--- config.mk ---
export PLATFORM = sky130hd
export DESIGN_NAME = ecc_30_enc_pipe_flat
export DESIGN_NICKNAME = d
export VERILOG_FILES = /design/src/rtl/ecc30_pkg.sv /design/src/rtl/ecc_30_enc_pipe_if.sv /design/src/rtl/ecc30_inj_ctrl.sv /design/src/rtl/ecc_30_enc_pipe.sv /design/src/flat_wrapper.sv
export SDC_FILE = /design/constraint.sdc
export NUM_CORES = 1
export LEC_CHECK = 0
export ABC_AREA = 1
export CORE_MARGIN = 5
export CORE_UTILIZATION = 45
export CTS_CLUSTER_DIAMETER = 80
export CTS_CLUSTER_SIZE = 24
export DETAILED_ROUTE_END_ITERATION = 16
export GPL_TIMING_DRIVEN = 0
export PLACE_DENSITY = 0.71
export SKIP_LAST_GASP = 1
export SYNTH_ARGS = -nofsm -noshare
export SYNTH_HDL_FRONTEND = slang
export SYNTH_SLANG_ARGS = --single-unit
--- constraint.sdc ---
create_clock -name clk -period 3.5 [get_ports clk]
set_clock_uncertainty 0.2 [all_clocks]
set_input_delay 0.525 -clock clk [delete_from_list [all_inputs] [get_ports clk]]
set_output_delay 0.525 -clock clk [all_outputs]
set_load 0.05 [all_outputs]
--- src/rtl/ecc30_pkg.sv ---
// Shared 30/7 SECDED definitions: H-matrix data columns, parity function and
// injection encodings. The read-side checker imports the same package.
package ecc30_pkg;

  localparam int DATA_W = 30;
  localparam int PAR_W  = 7;
  localparam int CW_W   = DATA_W + PAR_W;
  localparam int POS_W  = 6;

  typedef enum logic [1:0] {
    INJ_NONE   = 2'b00,
    INJ_SINGLE = 2'b01,
    INJ_DOUBLE = 2'b10,
    INJ_NONE_3 = 2'b11
  } inj_mode_t;

  typedef enum logic {
    INJ_IDLE  = 1'b0,
    INJ_ARMED = 1'b1
  } inj_state_t;

  // Low six bits: ascending non-powers-of-two; bit 6 forces odd column weight.
  localparam logic [PAR_W-1:0] ECC30_H [DATA_W] = '{
    7'h43, 7'h45, 7'h46, 7'h07, 7'h49, 7'h4A, 7'h0B, 7'h4C, 7'h0D, 7'h0E,
    7'h4F, 7'h51, 7'h52, 7'h13, 7'h54, 7'h15, 7'h16, 7'h57, 7'h58, 7'h19,
    7'h1A, 7'h5B, 7'h1C, 7'h5D, 7'h5E, 7'h1F, 7'h61, 7'h62, 7'h23, 7'h64
  };

  function automatic logic [PAR_W-1:0] ecc30_parity(input logic [DATA_W-1:0] d);
    logic [PAR_W-1:0] p;
    p = '0;
    for (int i = 0; i < DATA_W; i++) begin
      if (d[i]) p = p ^ ECC30_H[i];
    end
    return p;
  endfunction

  // Codeword bit select; positions beyond the codeword select nothing.
  function automatic logic [CW_W-1:0] ecc30_onehot(input logic [POS_W-1:0] pos);
    logic [CW_W-1:0] m;
    m = '0;
    for (int i = 0; i < CW_W; i++) begin
      if (pos == POS_W'(i)) m[i] = 1'b1;
    end
    return m;
  endfunction

endpackage

--- src/rtl/ecc_30_enc_pipe_if.sv ---
// Stream bundle for the encoder: raw data in, codeword out.
interface ecc_30_enc_pipe_if;
  import ecc30_pkg::*;

  // Both streams: a beat transfers on a rising clk edge where valid & ready are
  // high; a producer holding valid must keep its payload stable until ready.
  logic              in_valid;
  logic              in_ready;
  logic [DATA_W-1:0] in_data;
  logic              out_valid;
  logic              out_ready;
  logic [DATA_W-1:0] out_data;
  logic [PAR_W-1:0]  out_parity;

  modport slave (
    input  in_valid, in_data, out_ready,
    output in_ready, out_valid, out_data, out_parity
  );

  modport master (
    output in_valid, in_data, out_ready,
    input  in_ready, out_valid, out_data, out_parity
  );

endinterface

--- src/rtl/ecc30_inj_ctrl.sv ---
// One-shot error injector: arms on request, produces the flip mask for the
// next word loaded into the output stage and pulses inj_done when it lands.
module ecc30_inj_ctrl
  import ecc30_pkg::*;
(
  input  logic             clk,
  input  logic             rst_n,
  input  logic             inj_en,
  input  logic [1:0]       inj_mode,
  input  logic [POS_W-1:0] inj_pos0,
  input  logic [POS_W-1:0] inj_pos1,
  input  logic             apply,
  output logic [CW_W-1:0]  flip_mask,
  output logic             inj_done,
  output inj_state_t       state
);

  inj_state_t       state_q, state_d;
  logic             double_q;
  logic [POS_W-1:0] pos0_q, pos1_q;
  logic             arm_req;
  logic             latch;
  logic             done_d;

  assign arm_req = inj_en && (inj_mode == INJ_SINGLE || inj_mode == INJ_DOUBLE);

  // While armed a new request is only taken on the apply cycle (re-arm).
  always_comb begin
    state_d = state_q;
    latch   = 1'b0;
    done_d  = 1'b0;
    case (state_q)
      INJ_IDLE: begin
        if (arm_req) begin
          state_d = INJ_ARMED;
          latch   = 1'b1;
        end
      end
      INJ_ARMED: begin
        if (apply) begin
          done_d = 1'b1;
          if (arm_req) latch = 1'b1;
          else         state_d = INJ_IDLE;
        end
      end
      default: state_d = INJ_IDLE;
    endcase
  end

  always_ff @(posedge clk) begin
    if (!rst_n) begin
      state_q  <= INJ_IDLE;
      double_q <= 1'b0;
      pos0_q   <= '0;
      pos1_q   <= '0;
      inj_done <= 1'b0;
    end else begin
      state_q  <= state_d;
      inj_done <= done_d;
      if (latch) begin
        double_q <= (inj_mode == INJ_DOUBLE);
        pos0_q   <= inj_pos0;
        pos1_q   <= inj_pos1;
      end
    end
  end

  assign flip_mask = done_d ? (ecc30_onehot(pos0_q) ^ (double_q ? ecc30_onehot(pos1_q) : '0))
                            : '0;
  assign state = state_q;

endmodule

--- src/rtl/ecc_30_enc_pipe.sv ---
// Write-side SECDED encoder: two-stage elastic pipeline (A: data, B: codeword)
// with one-shot error injection and a saturating transfer counter.
module ecc_30_enc_pipe
  import ecc30_pkg::*;
#(
  parameter int DATA_WIDTH   = 30,
  parameter int PARITY_WIDTH = 7,
  parameter int CNT_WIDTH    = 16
) (
  input  logic                 clk,
  input  logic                 rst_n,
  ecc_30_enc_pipe_if.slave     bus,
  input  logic                 inj_en,
  input  logic [1:0]           inj_mode,
  input  logic [POS_W-1:0]     inj_pos0,
  input  logic [POS_W-1:0]     inj_pos1,
  output logic                 inj_done,
  output logic [CNT_WIDTH-1:0] word_cnt,
  output inj_state_t           inj_state
);

  logic                    a_valid;
  logic [DATA_WIDTH-1:0]   a_data;
  logic                    b_valid;
  logic [DATA_WIDTH-1:0]   b_data;
  logic [PARITY_WIDTH-1:0] b_parity;
  logic                    b_load;
  logic                    apply;
  logic [CW_W-1:0]         flip_mask;
  logic [CW_W-1:0]         cw_next;

  // B takes whatever A holds whenever it can; A drains in the same cycle.
  assign b_load       = !b_valid || bus.out_ready;
  assign apply        = b_load && a_valid;
  assign bus.in_ready = !a_valid || b_load;

  // Injection acts on the finished codeword, so parity is never recomputed over flipped bits.
  assign cw_next = {ecc30_parity(a_data), a_data} ^ flip_mask;

  ecc30_inj_ctrl u_inj (
    .clk       (clk),
    .rst_n     (rst_n),
    .inj_en    (inj_en),
    .inj_mode  (inj_mode),
    .inj_pos0  (inj_pos0),
    .inj_pos1  (inj_pos1),
    .apply     (apply),
    .flip_mask (flip_mask),
    .inj_done  (inj_done),
    .state     (inj_state)
  );

  always_ff @(posedge clk) begin
    if (!rst_n) begin
      a_valid  <= 1'b0;
      a_data   <= '0;
      b_valid  <= 1'b0;
      b_data   <= '0;
      b_parity <= '0;
      word_cnt <= '0;
    end else begin
      if (bus.in_ready) begin
        a_valid <= bus.in_valid;
        if (bus.in_valid) a_data <= bus.in_data;
      end
      if (b_load) begin
        b_valid <= a_valid;
        if (a_valid) {b_parity, b_data} <= cw_next;
      end
      if (b_valid && bus.out_ready && word_cnt != '1) word_cnt <= word_cnt + 1'b1;
    end
  end

  assign bus.out_valid  = b_valid;
  assign bus.out_data   = b_data;
  assign bus.out_parity = b_parity;

endmodule

--- src/flat_wrapper.sv ---
// flat-port wrapper written by rule: the top's interface ports become plain ports
module ecc_30_enc_pipe_flat import ecc30_pkg::*;
#(
  parameter int DATA_WIDTH   = 30,
  parameter int PARITY_WIDTH = 7,
  parameter int CNT_WIDTH    = 16
)
  (clk, rst_n, inj_en, inj_mode, inj_pos0, inj_pos1, inj_done, word_cnt, inj_state, bus_in_valid, bus_in_data, bus_out_ready, bus_in_ready, bus_out_valid, bus_out_data, bus_out_parity);
  ecc_30_enc_pipe_if bus_i ();
  input  logic clk;
  input  logic rst_n;
  input  logic inj_en;
  input  logic [1:0] inj_mode;
  input  logic [POS_W-1:0] inj_pos0;
  input  logic [POS_W-1:0] inj_pos1;
  output logic inj_done;
  output logic [CNT_WIDTH-1:0] word_cnt;
  output inj_state_t inj_state;
  input wire logic [$bits(bus_i.in_valid)-1:0] bus_in_valid;
  input wire logic [$bits(bus_i.in_data)-1:0] bus_in_data;
  input wire logic [$bits(bus_i.out_ready)-1:0] bus_out_ready;
  output wire logic [$bits(bus_i.in_ready)-1:0] bus_in_ready;
  output wire logic [$bits(bus_i.out_valid)-1:0] bus_out_valid;
  output wire logic [$bits(bus_i.out_data)-1:0] bus_out_data;
  output wire logic [$bits(bus_i.out_parity)-1:0] bus_out_parity;
  assign bus_i.in_valid = bus_in_valid;
  assign bus_i.in_data = bus_in_data;
  assign bus_i.out_ready = bus_out_ready;
  assign bus_in_ready = bus_i.in_ready;
  assign bus_out_valid = bus_i.out_valid;
  assign bus_out_data = bus_i.out_data;
  assign bus_out_parity = bus_i.out_parity;
  ecc_30_enc_pipe #(.DATA_WIDTH(DATA_WIDTH), .PARITY_WIDTH(PARITY_WIDTH), .CNT_WIDTH(CNT_WIDTH)) u_core (.clk(clk), .rst_n(rst_n), .bus(bus_i), .inj_en(inj_en), .inj_mode(inj_mode), .inj_pos0(inj_pos0), .inj_pos1(inj_pos1), .inj_done(inj_done), .word_cnt(word_cnt), .inj_state(inj_state));
endmodule
==> run summary, run 1 <==
In the synthesized netlist, the number of instances is 1035. The proportion of synthesized flip-flops having asynchronous set or reset came out at 0%. After synthesis the cells add up to 6530 µm². The run finished with clean final reports. Across the run, the number of max-cap violations was 0. In the final layout, the multi-input gates occupy approximately 3800 µm². The number of distinct library cells after synthesis came out at 38. The post-synthesis net count is between 1000 and 1500. The cell row count is 44. The number of buffers inserted during clock tree synthesis is 9. The total global-route track usage is approximately a quarter.

The met3 track utilization from global routing is between 5 and 6%. The weighted congestion at the end of routability-driven global placement came out at approximately 0.97. The first global-routing pass estimated between 30 and 40 mm of wire. The number of antenna violations at the first check in global routing is 0. The wire-length estimate of the detail-placed layout is around 17 mm. The via density per instance came out at about 5.2.

The core area came out at about 14000 µm². The number of endpoints failing setup at the final stage came out at 0. The number of nets still failing antenna checks after routing came out at 0. The share of the synthesized area in the top cell type came out at 30.7%. Measured along the x axis, the die boundary spans 130 µm. The met2 usage in global routing is 40.2%.

STA classifies the critical path startpoint as an input pin. For this run, design rule violations remaining after detail routing come to 0. At the later pin of the worst-skew pair, clock insertion delay measures 0.36 ns. The post-synthesis to final-layout area growth is 24.8%. The number of post-CTS setup repair buffers is 0.

The global routing stage identified its most utilized layer as met2. The floorplan step set the die height to ~130 µm. The max-slew violation count is 0. The largest voltage drop on the vdd net is roughly 0.00022 V. The worst setup path is captured at an output port. The tightest min-delay check is of the register to register type. The final critical path time including I/O delays and setup came out at between 2 and 3 ns. The count of final hold-check violations came to 0. The number of fill cells is 1450.

The analysis attributes to cell leakage a power of around 0.0036 µW. The area occupied by registers is roughly 2000 µm². The count of buffers from port buffering is between 100 and 150. The count of boundary I/O pins came out at roughly 110. The slew at the pin with the worst max-slew slack came out at between 0.5 and 0.6 ns. In the synthesized netlist, the cells that appear most often are nand2_1 (245), nor2_1 (154), inv_1 (113). The floorplan die area came out at approximately 17000 µm². Counting flops and latches in the post-synthesis netlist gives 100.

The signal arrival time at the worst endpoint is roughly 2.2 ns. The CTS tree is done. Counting along the longest clock path gives a buffer depth of 2. The total power of the final layout came out at around 3400 µW. The synthesized area per cell came out at 6.30 µm².

The setup TNS came out at 0 ns. The worst path setup slack after routing came out at between 0.6 and 0.7 ns. The biggest area contributor in the post-synthesis netlist is dfxtp_1. In the final design database the tool counted 1202 nets. The number of buffers added to fix hold violations after cts is 0. Post-CTS repair changed the size of 0 cells. After detailed routing, the total wire length is ~21 mm. Setup repair after global routing left no endpoint under its margin. The number of vias after detailed routing is around 6900.

The relative slew slack is between 60 and 70%. Of the cells placed in the final design, the portion with a size suffix greater than 1 is approximately 6.5%. Timing analysis after detailed placement gives a worst setup slack of ~0.64 ns. Static timing analysis puts the maximum clock frequency at about 0.35 GHz.

Entering global routing, the biggest net connects 20 pins. In the post-synthesis netlist, the cell with the most instances is nand2_1. The number of flops mapped to enable cells by yosys came out at 0. 0 antenna diodes ended up in the layout.

The total power per unit cell area came out at 415 nW/µm². The via count of the first global-routing pass is 6255. The starting density of the core came out at a little under half. The most instantiated flip-flop cell in the synthesis netlist is dfxtp_1. The setup path with the least slack is of type input pin to output port. The wire length per cell after detailed routing came out at 15.9 µm.

The count of placed standard cells including taps came out at between 1000 and 1500. The starting DRC count in detailed routing came out at about 510. The final instance count without filler cells is 1340. The number of warnings issued by yosys came out at 0. The final period utilization is slightly above 80%.

The sequential element share of the synthesized area came out at 30.7%. The met1 usage in global routing came out at 32.7%. By area the synthesized netlist is led by dfxtp_1 (31%), nand2_1 (14%), nor2_1 (8.9%). After global routing the overflow that remains totals 0. The depth of the CTS H-tree came out at 3. After clock tree synthesis, the clock-pin slew on the worst setup and hold paths is approximately 0.070 ns.

The maximum fanout encountered on the critical timing path came out at 3. Data on the critical path is required at its endpoint by between 2 and 3 ns. The clock net in this run drives a total of 100 sinks. The root buffer cell is clkbuf_16. The pre-antenna-repair detailed-routing pass consisted of 6 iterations.
[worst max-delay path, stage by stage]
cell and delay [ns]:
clkdlybuf4s50_1 0.49, inv_1 0.06, nand3_1 0.21, clkdlybuf4s50_1 0.87
[final timing paths]
path | start | to | slack, ns | depth (start not counted)
max | bus_out_ready | bus_in_ready | 0.62 | 4
min | u_core.u_inj.double_q | u_core.u_inj.double_q | 0.30 | 2
max reg2reg | u_core.bus.out_valid | u_core.a_valid | 1.24 | 5
min reg2reg | u_core.u_inj.double_q | u_core.u_inj.double_q | 0.30 | 2
[sequential cells by signal, summed over array words and instances (netlist names)]
register,flops
u_core.bus.out_data,30
u_core.u_inj.pos0_q,6
u_core.a_valid,1
u_core.bus.out_parity,7
u_core.a_data,30
u_core.u_inj.state,1
u_core.u_inj.double_q,1
u_core.bus.out_valid,1
u_core.u_inj.inj_done,1
u_core.u_inj.pos1_q,6
u_core.word_cnt,16
[layout make-up]
cell class	instances	share of cell area, %
Sequential cell	100	24.6
Tap cell	184	2.83
Buffer	49	3.29
Multi-Input combinational cell	762	46.5
Clock buffer	9	2.76
Inverter	124	5.75
Clock inverter	7	1.40
Timing Repair Buffer	105	12.9
[per-layer routing]
metal  part of all wire (%)  routed length [µm]
met1                     44                9390
met2                     45                9510
met3                    7.3                1560
met4                    3.9                 831
met5                      0                   0
[cells in the final DEF, fill, tap and decap left out, drive strengths merged]
cell	synthesis	final
nor3	12	12
xnor2	35	35
nor4	2	2
buf	26	26
inv	122	126
o22ai	7	7
a21o	1	1
a21oi	58	58
nand2	250	250
clkinv	2	3
or2	3	3
xor2	40	40
o2bb2ai	1	1
ha	2	2
clkbuf	23	32
clkdlybuf4s50	0	105
a31oi	1	1
nand3	58	58
nand4	13	13
nand3b	10	10
nor2	168	168
o221ai	13	13
o21ai	88	88
dfxtp	100	100
bufinv	0	2
[where the power goes]
part	switching, µW	total, µW	internal [µW]
sequential	61.2	1270	1210
clock	502	1150	646
combinational	619	962	343
[cell families after synthesis]
group	count (synthesis)	share of synthesized area (%)
DFF	100	30.7
AOI/OAI and AO/OA	169	14.1
adders and majority gates	2	0.383
xor gates and xnor gates	75	10.1
and+or+nand+nor	516	33.5
buffers and inverters	173	11.3
[stage by stage]
stage	cell area [µm²]	hold WS, ns	util (%)
detailed placement	7810	0.288	54.3
CTS	8150	0.299	56.7
floorplan	6530	0.251	-
finish	8150	0.297	56.7
global route	8150	0.313	56.7
global placement	7810	0.274	54.3
(Power assumes the default switching activity.)
==> run 2, diff against run 1 <==
==> constraint.sdc (replaced) <==
create_clock -name clk -period 2.8 [get_ports clk]
set_clock_uncertainty 0.2 [all_clocks]
set_input_delay 0.42 -clock clk [delete_from_list [all_inputs] [get_ports clk]]
set_output_delay 0.42 -clock clk [all_outputs]
set_load 0.05 [all_outputs]
==> results of run 2 <==
The final DEF is identical to that of run 1. Status: finished, final reports clean.
Among the figures that moved: setup slack after placement 0.637 ns -> 0.0583 ns; setup slack after layout 0.620 ns -> 0.130 ns; register-to-register setup slack 1.24 ns -> 0.54 ns; total power 3380 µW -> 4230 µW; worst IR drop on VDD 0.000220 V -> 0.000275 V
==> run 3, diff against run 2 <==
--- a/config.mk
+++ b/config.mk
@@ -6,13 +6,14 @@
 export NUM_CORES = 1
 export LEC_CHECK = 0
 export ABC_AREA = 1
+export CAP_MARGIN = 15
 export CORE_MARGIN = 5
 export CORE_UTILIZATION = 45
 export CTS_CLUSTER_DIAMETER = 80
 export CTS_CLUSTER_SIZE = 24
 export DETAILED_ROUTE_END_ITERATION = 16
 export GPL_TIMING_DRIVEN = 0
-export PLACE_DENSITY = 0.71
+export PLACE_DENSITY = 0.74
 export SKIP_LAST_GASP = 1
 export SYNTH_ARGS = -nofsm -noshare
 export SYNTH_HDL_FRONTEND = slang
==> constraint.sdc (replaced) <==
create_clock -name clk -period 2.2 [get_ports clk]
set_clock_uncertainty 0.2 [all_clocks]
set_input_delay 0.33 -clock clk [delete_from_list [all_inputs] [get_ports clk]]
set_output_delay 0.33 -clock clk [all_outputs]
set_load 0.05 [all_outputs]
==> run summary, run 3 (same netlist as run 1, synthesis figures left out) <==
For this design the ratio of total power to cell area is 625 nW/µm². The kind of capture point of the worst setup path is an output port. The core area came out at 14400 µm² (unchanged). The count of buffers from port buffering came out at 105 (unchanged). In this design, the largest share of critical-path delay is due to buffers and inverters. The top cell types in the final layout, fill and taps aside, are nand2_1 (245), nor2_1 (152), inv_1 (113). The final antenna diode count is 0 (unchanged). The library cell used most frequently in the layout, excluding fill and tap cells, is nand2_1. The depth of the CTS H-tree is 3 (unchanged). The delay of the slowest cell on the worst path came out at 0.85 ns (-0.02 ns). The wire length after detailed routing was 21.5 mm (+0.93%). The fraction of layout instances using a drive strength above 1 came out at 7.73% (+1.2 points). The final period utilization came out at around 99%. The number of vias after detailed routing is 6986 (+1.1%). The TritonCTS sink count came out at 100 (unchanged). The DRC violations left is 0 (unchanged).

The length of the first detailed-routing pass in iterations is 6 (unchanged). The number of nets still failing antenna checks after routing is 0 (unchanged). The number of buffers added to fix hold violations after cts came to 0 (unchanged). The count of boundary I/O pins came out at 106 (unchanged). On the critical path, the stage with the largest delay is an instance of clkdlybuf4s50_1. The x dimension of the die came out at 130 µm (unchanged). The number of buffers inserted during clock tree synthesis was 9 (unchanged). The area occupied by registers came to 2000 µm² (about the same).

The starting DRC count in detailed routing came out at 510 (+0.20%). The remaining global-route overflow came out at 0 (unchanged). The max-slew violation count is 0 (unchanged). The HPWL after detailed placement was 16.6 mm (about the same).

The vertical die dimension is 130 µm (unchanged). The wire length of the first global-routing pass came out at 33.5 mm (+2.5%). The maximum buffer depth of the clock tree is 2 (unchanged). The worst-case IR drop observed on VDD is 0.000352 V. The final instance count without filler cells was 1349 (+0.67%).

The maximum number of pins on one net before global-route repair is 18 (-10%). The clock input transition at the sequential cells of the worst setup and hold paths was 0.07 ns (about the same). The CTS tree is done. The slew at the pin with the worst max-slew slack is 0.581 ns (-0.00553 ns). The number of buffer and inverter instances along the worst setup path is 1 (-2). The worst setup path is of the register to output port kind. The max-cap check violation count came out at 0 (unchanged). The number of nets at the end of the flow came out at 1211 (+0.75%). The area growth from synthesis to layout is 25.8%. Setup repair after global routing could not meet its margin everywhere.

The floorplan die area was 17000 µm² (unchanged). In the post-route analysis, the smallest setup slack over all paths is slightly above 0.02 ns. Walking the worst path, the cells encountered are clkdlybuf4s50_1. The number of antenna violations at the first check in global routing came out at 1 (+1). The wire length per cell after detailed routing is 15.9 µm (+0.26%). The starting density of the core came out at 45.4% (unchanged).

Static timing analysis puts the maximum clock frequency at roughly 0.46 GHz. The area of the multi-input gates was 3810 µm² (+0.53%). The weighted congestion at the end of routability-driven global placement came out at 0.961 (-0.53%). The signal arrival time at the worst endpoint came out at between 1.5 and 2 ns.

The cell area reported after detailed placement came out at 7810 µm² (about the same). The final standard cell area without fillers came out at 8210 µm² (+0.77%). The via count of the first global-routing pass is 6330 (+1.2%). The total global-route track usage came out at 25.5% (+0.40 points).

The pre-CTS worst setup slack is -0.387 ns. The cell row count is 44 (unchanged). STA classifies the critical path startpoint as a register.

The leakage component of the power is 0.00380 µW (+5.1%). The tightest min-delay check is of the register to register type. The smallest hold slack came to 0.289 ns (-0.00742 ns). The run finished with clean final reports. Data on the critical path is required at its endpoint by between 1.5 and 2 ns. The relative slew slack is 61.1% (+0.37 points).

The count of placed standard cells including taps is 1324 (unchanged). The root buffer cell chosen for the clock tree is clkbuf_16. The count of final hold-check violations came out at 0 (unchanged). The number of endpoints failing setup at the final stage came out at 0 (unchanged). The worst-skew pair later-pin latency is 0.36 ns (about the same). The via density per instance came out at 5.18 (+0.45%).

The maximum fanout encountered on the critical timing path is 4 (+1). The number of fill cells is 1434 (-1.1%). The final critical path time including I/O delays and setup is roughly 2.2 ns.
-- run 3: cell types whose count changed in the layout (fill, tap and decap cells not counted), sizes merged --
| cell | previous run | this run |
|---|---|---|
| bufinv | 2 | 0 |
| clkinvlp | 0 | 1 |
| clkbuf | 32 | 36 |
| clkdlybuf4s50 | 105 | 94 |
| inv | 126 | 125 |
| buf | 26 | 33 |
| dlygate4sd2 | 0 | 3 |
| dlymetal6s2s | 0 | 8 |
-- run 3: timing repair --
item                       4_1_cts  5_1_grt
setup buffers                    0        9
setup endpoints to repair        3       53
resized for setup                3       20
pin swaps                        0        2
hold endpoints to repair         0        0
-- run 3: final timing paths --
| check | cells past startpoint | slack [ns] | start | end |
|---|---|---|---|---|
| worst min-delay path | 2 | 0.29 | u_core.u_inj.double_q | u_core.u_inj.double_q |
| worst max register to register | 9 | 0.13 | u_core.word_cnt[0] | u_core.word_cnt[14] |
| worst max-delay path | 1 | 0.02 | u_core.word_cnt[2] | word_cnt[2] |
| worst min register to register | 2 | 0.29 | u_core.u_inj.double_q | u_core.u_inj.double_q |
-- run 3: worst min-delay path, stage by stage (launching register included) --
cell     delay [ns]
dfxtp_1        0.34
inv_1          0.06
a21oi_1        0.05
-- run 3: final cells by class --
| class | instances | share of cell area [%] |
|---|---|---|
| multi-input cells | 762 | 46.4 |
| flip-flops and latches | 100 | 24.4 |
| repair buffers | 114 | 13.9 |
| inverters | 124 | 5.73 |
| plain buffers | 49 | 3.34 |
| clock buffers | 11 | 2.84 |
| well taps | 184 | 2.80 |
| clock inverters | 5 | 0.549 |
-- run 3: power breakdown --
| group | internal, µW | leakage (µW) | total [µW] | switching, µW |
|---|---|---|---|---|
| Clock | 787 | 0.000133 | 1560 | 770 |
| Combinational | 558 | 0.00284 | 1550 | 988 |
| Sequential | 1930 | 0.000824 | 2030 | 101 |
| Total | 3270 | 0.00380 | 5130 | 1860 |
-- run 3: metrics by stage --
stage               setup TNS [ns]  util (%)  power, µW
floorplan                        0         -       3110
global placement            -17.40      54.4       3560
detailed placement          -17.51      54.4       3580
CTS                              0      56.3       5120
global route               -0.0749      57.1       5390
finish                           0      57.1       5130
-- run 3: metal layers --
layer	global-route usage (%)	vias to the layer above	part of all wire [%]
li1	-	3544	-
met1	33.6	3159	44
met2	41.9	246	46
met3	5.81	35	7.5
met4	7.86	2	2.4
met5	0	-	0.061
